**src/rtl/mem_arbiter.sv**
```systemverilog
// Two-requester memory arbiter: round-robin grant, fixed 3-cycle access.
// Owner registers capture the winning request so the access ignores late input changes.
module mem_arbiter #(
    parameter int AW = 5,
    parameter int DW = 8
) (
    input  logic          clk,
    input  logic          rst_,
    input  logic          req_0,
    input  logic          wr_0,
    input  logic [AW-1:0] addr_0,
    input  logic [DW-1:0] wdata_0,
    input  logic          req_1,
    input  logic          wr_1,
    input  logic [AW-1:0] addr_1,
    input  logic [DW-1:0] wdata_1,
    output logic          gnt_0,
    output logic          gnt_1,
    output logic          ack_0,
    output logic          ack_1,
    output logic [DW-1:0] rdata,
    output logic          mem_rd,
    output logic          mem_wr,
    output logic [AW-1:0] mem_addr,
    output logic [DW-1:0] mem_wdata,
    input  logic [DW-1:0] mem_rdata,
    output logic          busy
);

    typedef enum logic [1:0] {
        IDLE,
        ADDR,
        DATA
    } state_t;

    state_t        state;
    logic          own;
    logic          own_wr;
    logic [AW-1:0] own_addr;
    logic [DW-1:0] own_wdata;
    logic          last;

    logic          win;
    logic          sel_wr;
    logic [AW-1:0] sel_addr;
    logic [DW-1:0] sel_wdata;

    // Pick a winner: a sole requester wins, a tie goes to whoever lost last time
    always_comb begin
        win = req_1;
        if (req_0 && req_1) begin
            win = ~last;
        end
        sel_wr    = win ? wr_1    : wr_0;
        sel_addr  = win ? addr_1  : addr_0;
        sel_wdata = win ? wdata_1 : wdata_0;
    end

    // Access sequencer: capture owner in IDLE, strobe memory in ADDR/DATA
    always_ff @(posedge clk or posedge rst_) begin
        if (rst_) begin
            state     <= IDLE;
            own       <= 1'b0;
            own_wr    <= 1'b0;
            own_addr  <= '0;
            own_wdata <= '0;
            last      <= 1'b1;
            gnt_0     <= 1'b0;
            gnt_1     <= 1'b0;
            ack_0     <= 1'b0;
            ack_1     <= 1'b0;
            mem_rd    <= 1'b0;
            mem_wr    <= 1'b0;
            busy      <= 1'b0;
        end else begin
            unique case (state)
                IDLE: begin
                    if (req_0 || req_1) begin
                        state     <= ADDR;
                        own       <= win;
                        own_wr    <= sel_wr;
                        own_addr  <= sel_addr;
                        own_wdata <= sel_wdata;
                        last      <= win;
                        gnt_0     <= ~win;
                        gnt_1     <= win;
                        mem_rd    <= ~sel_wr;
                        busy      <= 1'b1;
                    end
                end
                ADDR: begin
                    state  <= DATA;
                    mem_wr <= own_wr;
                    ack_0  <= ~own;
                    ack_1  <= own;
                end
                DATA: begin
                    state  <= IDLE;
                    gnt_0  <= 1'b0;
                    gnt_1  <= 1'b0;
                    ack_0  <= 1'b0;
                    ack_1  <= 1'b0;
                    mem_rd <= 1'b0;
                    mem_wr <= 1'b0;
                    busy   <= 1'b0;
                end
                default: begin
                    state <= IDLE;
                end
            endcase
        end
    end

    // Address/data buses are quiet outside an access
    assign mem_addr  = busy ? own_addr  : '0;
    assign mem_wdata = busy ? own_wdata : '0;

    // Read data only passes through during the acknowledging cycle of a read
    assign rdata = ((ack_0 || ack_1) && !own_wr) ? mem_rdata : '0;

endmodule
```
**config.mk**
```make
export PLATFORM = sky130hd
export DESIGN_NAME = mem_arbiter
export DESIGN_NICKNAME = d
export VERILOG_FILES = /design/src/rtl/mem_arbiter.sv
export SDC_FILE = /design/constraint.sdc
export NUM_CORES = 1
export LEC_CHECK = 0
export CORE_MARGIN = 1.5
export CORE_UTILIZATION = 41
export CTS_BUF_LIST = sky130_fd_sc_hd__clkbuf_4
export DETAILED_ROUTE_END_ITERATION = 8
export PLACE_DENSITY = 0.82
export SLEW_MARGIN = 20
export SYNTH_ARGS = -nofsm -noshare
export SYNTH_HDL_FRONTEND = slang
export SYNTH_SLANG_ARGS = --single-unit
```
**constraint.sdc**
```tcl
create_clock -name clk -period 1.8 [get_ports clk]
set_clock_uncertainty 0.05 [all_clocks]
set_input_delay 0.36 -clock clk [delete_from_list [all_inputs] [get_ports clk]]
set_output_delay 0.36 -clock clk [all_outputs]
set_load 0.01 [all_outputs]
```
**After elaboration in Yosys (flattened, before gate mapping)**

Cells that the tools add are included.

- Word-level logic and storage cells: 50
- Bits in registers: 25
- Output and inout bits: 28

- Reductions and logical operators: 10
- Equality and inequality tests: 3
- Bitwise logic cells: 4
- Multiplexer cells: 20

Operators with widths:

| cell | number |
|---|---|
| $mux W8 | 3 |
| $pmux W1 S2 | 7 |
| $mux W5 | 2 |
| $mux W1 | 6 |
| $not A1 Y1 | 4 |
| $pmux W2 S2 | 1 |
| $reduce_and A2 Y1 | 2 |
| $reduce_bool A2 Y1 | 2 |
| $eq A2 B1 Y1 const B | 1 |
| $eq A2 B2 Y1 const B | 1 |
| $logic_and A1 B1 Y1 | 2 |
| $logic_not A2 Y1 | 1 |
| $logic_or A1 B1 Y1 | 2 |
| $mux W2 | 1 |
| $ne A2 B2 Y1 const B | 1 |
| $logic_not A1 Y1 | 1 |

**Longest topological paths before layout**

Gate-level depths: netlist of run 1.

- Word-level depth: 6
- Mapped depth: 6
- Gate-level depth less buffers: 5

**Worst setup path after synthesis of run 1**

Ideal clock, no wire load.

- Path kind: register to register
- Start point: register state[0]
- End point: register mem_rd
- Clock period less this slack: 1.470 ns
- Data required time: 1.684 ns
- Stages on the path, launching flop included: 6
- Arrival: 1.354 ns
- Buffers on the path: 0
- Setup slack: 0.330 ns
- Path through: dfrtp_1 -> inv_1 -> ha_1 -> or3b_1 -> o21ai_0 -> a22o_1

- Longest elaborated chain between the ends: 3
- Elaborated cells between the ends (all ways): 6
- Classes of those cells: eq/ne: 2; mux: 1; reduce/logical: 3

RTL lines:

| what | RTL line | text |
|---|---|---|
| from (decl) | 36 | `state_t state;` |
| from (signal assigned) | 62 | `state <= IDLE;` |
| from (signal assigned) | 79 | `state <= ADDR;` |
| from (signal assigned) | 92 | `state <= DATA;` |
| $eq A2 B2 Y1 or $logic_not A2 Y1 (tied branches) | 76 | `unique case (state)` |
| $reduce_bool A2 Y1 (no line) or $ne A2 B2 Y1 (tied branches) | - |  |
| $reduce_and A2 Y1 (no line) | - |  |
| to (signal assigned) | 87 | `mem_rd <= ~sel_wr;` |
| to (decl) | 22 | `output logic mem_rd,` |

Parallel ways exist; a longest one is shown, timed or not.
A chain may end at the register's enable or synchronous reset.

**Worst setup path after layout of run 1**

- Start point: register busy
- End point: output port mem_wdata[1]

- Longest elaborated chain between the ends: 1

RTL lines:

| what | RTL line | text |
|---|---|---|
| from (decl) | 27 | `output logic busy` |
| from (signal assigned) | 74 | `busy <= 1'b0;` |
| from (signal assigned) | 88 | `busy <= 1'b1;` |
| from (signal assigned) | 105 | `busy <= 1'b0;` |
| $mux W8 | 116 | `assign mem_wdata = busy ? own_wdata : '0;` |
| to (decl) | 25 | `output logic [DW-1:0] mem_wdata,` |

Every way passes these cells.

==> impl_summary.log, run 1 <==
[metrics] worst flop-to-flop path endpoint: mem_rd$_DFFE_PP0P_
[metrics] fraction of the mapped netlist area in simple logic gates: 0.1929
[metrics] critical path arrival: 1340 ps
[metrics] number of max-cap violations: 0
[metrics] post-synthesis cell type count: 26
[metrics] sort of element at the end of the critical path: primary output
[metrics] Syn Nets: 182
[metrics] mux contribution to synthesized area: 0.1133
[metrics] share of the synthesized area in compound gates (AO/OA/AOI/OAI): 0.1404
[metrics] DRT iter0 DRCs: 14
[metrics] most frequent cells in the layout: clkdlybuf4s50_1, dfrtp_1, and2_1
[metrics] worst r2r src: state[0]$_DFFE_PP0P_
[metrics] setup tns final: 0 ps
[metrics] wire length per cell: 12.68 um
[metrics] area fraction of the dominant cell type after synthesis: 0.4494
[metrics] worst slew slack as a fraction of its limit: 0.8009
[metrics] TritonCTS clock tree: yes
[metrics] main combinational cell family by area after synthesis: simple AND/OR/NAND/NOR gates
[metrics] # DRC: 0
[metrics] DRT Wirelength: roughly 3.3 mm
[metrics] number of clock buffers inserted by TritonCTS: 3
[metrics] f_max: 571.0 MHz
[metrics] Design Area, Final: about 0.0022 mm2
[metrics] register area: 628.1 um2
[metrics] class of the tightest hold or removal check: in2async
[metrics] number of hold buffers added after CTS: 0
[metrics] Buffers & Inverters on Critical Path: 2
[metrics] worst endpoint required time: 1390 ps
[metrics] unrepaired setup endpoints after global routing: no
[metrics] number of buffers between clock root and the deepest sink: 2
[metrics] global-route total usage across every layer: 0.1949
[metrics] initial cell density of the core: 0.4341
[metrics] post-synthesis share of cell area spent on xor and xnor gates: 0
[metrics] number of register bits inferred by synthesis: 25
[metrics] H-tree levels: 1
[metrics] r2r worst-path depth: 5
[metrics] slowest cell delay on critical path: about 430 ps
[metrics] min Tclk post-route: 1751 ps
[metrics] top post-synthesis cells by area: dfrtp_1, mux2i_1, and2_1, nand2_1, ha_1
[metrics] die extent in x: 60.09 um
[metrics] port buffer count: 67
[metrics] area of the multi-input gates: 660.6 um2
[metrics] cell-by-cell trace of the critical path: buf_4 > and2_1 > dlygate4sd2_1
[metrics] Hold Vio Cnt, Final: 0
[metrics] number of clock sinks: 25
[metrics] vias in the first global route: about 1200
[metrics] areal power density over the cells: 1450 mW/mm2
[metrics] DRT Pass-1 Iters: 3
[metrics] worst hold margin: 337.9 ps
[metrics] Root Driver: clkbuf_4
[metrics] Layout area overhead: 61.80%
[metrics] number of inserted filler cells in the final layout: 240
[metrics] run status: finished, final reports clean
[metrics] via density per instance: roughly 4.7
[metrics] global-route congestion overflow total: 0
[metrics] global-route wire length before repair: 5.223 mm
[metrics] most frequent standard cell in the layout excluding fill and tap cells: clkdlybuf4s50_1
[metrics] share of the cycle needed by the critical path after routing: 0.9729
[metrics] routability cong.: 0.7197
[metrics] # IOs: 68
[metrics] number of nets in the layout: 262
[metrics] clock transition at the register clock pins on the worst setup and hold paths after CTS: 130 ps
[metrics] die height: 60.09 um
[metrics] Syn Std Cell Area: 0.001336 mm2
[metrics] area share of fa/ha/maj cells after synthesis: 0.03745
[metrics] slew of the pin with the lowest slew margin: 298.6 ps
[metrics] Crit Path Category: reg2out
[metrics] Finish-stage setup viols: 0
[metrics] Max rail drop VDD: 0.8255 mV
[metrics] antenna-violating nets left: 0
[metrics] category of cells accounting for the largest share of critical-path delay: buffers and inverters
[metrics] fin. max-slew vios: 0
[metrics] standard-cell rows: 20
[metrics] pin count of the biggest net entering global routing: 26
[metrics] Leakage Power: 0.001043 uW
[metrics] post-synthesis cell count: 138
[metrics] Post-Place Cells: 252
[metrics] number of warnings printed during yosys synthesis: 0
[metrics] sequential element share of the synthesized area: 0.4691
[metrics] total die area: around 0.0036 mm2
[metrics] library cell contributing the largest single delay on the critical path: dfrtp_2
[metrics] via count of the routed design: 1239
[metrics] area inside the core boundary: 0.003078 mm2
[metrics] average cell area after synthesis: 9.683 um2
[metrics] Critical Path Fanout Max: 8
[metrics] number of antenna repair diodes: 0
[metrics] HPWL reported at the end of detailed placement: roughly 2.6 mm
[metrics] Worst setup SP type: flip-flop
[metrics] share of final-layout standard cells stronger than drive strength 1: 0.1613
[metrics] clk_lat worst skew: 310 ps
[metrics] number of standard cells in the final layout excluding fillers: 261
[metrics] number of antenna violations at the first check in global routing: 0
[metrics] biggest area consumer among synthesized cells: dfrtp_1
[metrics] worst reg2reg setup slack: 300 ps
[metrics] cell area after placement: 0.002110 mm2
## where the power goes
group | switching (uW) | internal [uW]
Sequential | 156 | 845
Clock | 160 | 102
Combinational | 871 | 1000
## per-stage QoR
step | power (uW) | util | setup WS [ps]
final | 3135 | 0.7024 | 48.79
after global placement | 2804 | 0.6854 | -77.39
after global routing | 3398 | 0.7024 | 0.8621
after floorplan | 1964 | - | 330.2
after detailed placement | 2883 | 0.6854 | -103.0
after CTS | 3130 | 0.6988 | 13.65
## synth_stat cells
library cell and n:
a31oi_1 2, nand3_1 2, nor2_1 5, a22oi_1 1
buf_2 2, mux2_2 1, o21ai_0 10, ha_1 4
a22o_1 1, mux2i_1 14, dfstp_2 1, clkbuf_1 3
a21bo_1 1, nand2_1 17, a31o_2 2, or3b_1 1
inv_1 5, buf_6 2, nor2b_1 2, o21ai_1 10
a21o_1 1, a2bb2oi_1 1, a21oi_1 3, nand2b_1 2
and2_1 21, dfrtp_1 24
## sequential cells by signal, summed over array words and instances (netlist names)
name       flops
gnt_0          1
own_wdata      8
ack_0          1
own            1
ack_1          1
busy           1
own_wr         1
mem_rd         1
own_addr       5
gnt_1          1
mem_wr         1
last           1
state          2
## tightest hold or removal path, delay by kind of cell
kind,cells,cell delay (ps)
buf+inv,3,750
## worst max-delay path by stage
stage / startpoint / end / depth (start not counted)
6_report: busy$_DFFE_PP0P_ / mem_wdata[1] / 3
3_3_place_gp: mem_rdata[1] / rdata[1] / 3
4_1_cts: ack_0$_DFFE_PP0P_ / rdata[6] / 6
2_1_floorplan: state[0]$_DFFE_PP0P_ / mem_rd$_DFFE_PP0P_ / 5
3_5_place_dp: mem_rdata[1] / rdata[1] / 3
5_1_grt: busy$_DFFE_PP0P_ / mem_wdata[1] / 3
## kinds of logic after synthesis
family | Yosys count
muxes | 15
buffers and inverters | 12
and+or+nand+nor | 50
adders and majority gates | 4
DFF | 25
AOI/OAI and AO/OA | 32
## layer usage
metal | global-route usage | wire, um | vias up
met5 | 0 | 0 | -
met4 | 0.05714 | 31 | 0
met3 | 0.04113 | 250 | 4
met2 | 0.3758 | 1686 | 50
met1 | 0.2090 | 1340 | 564
li1 | - | - | 621
## area by class of cell
class                      count  share of cell area
timing repair buffer          82              0.3559
inverter                       5            0.008681
sequential                    25              0.2905
tap                           44             0.02546
multi-input combinational    101              0.3056
clock buffer                   4             0.01389
## what timing repair did
| item | CTS | global route |
|---|---|---|
| pin swaps | 3 | 2 |
| setup buffers | 6 | 0 |
| resized for setup | 46 | 12 |
| setup endpoints to repair | 22 | 14 |
No activity file was read; power rests on OpenSTA's default activity.
==> inputs of run 2 (changes only) <==
--- a/config.mk
+++ b/config.mk
@@ -5,6 +5,7 @@
 export SDC_FILE = /design/constraint.sdc
 export NUM_CORES = 1
 export LEC_CHECK = 0
+export CAP_MARGIN = 20
 export CORE_MARGIN = 1.5
 export CORE_UTILIZATION = 41
 export CTS_BUF_LIST = sky130_fd_sc_hd__clkbuf_4
==> results of run 2 <==
The final DEF is identical to that of run 1; final timing and power are the same.
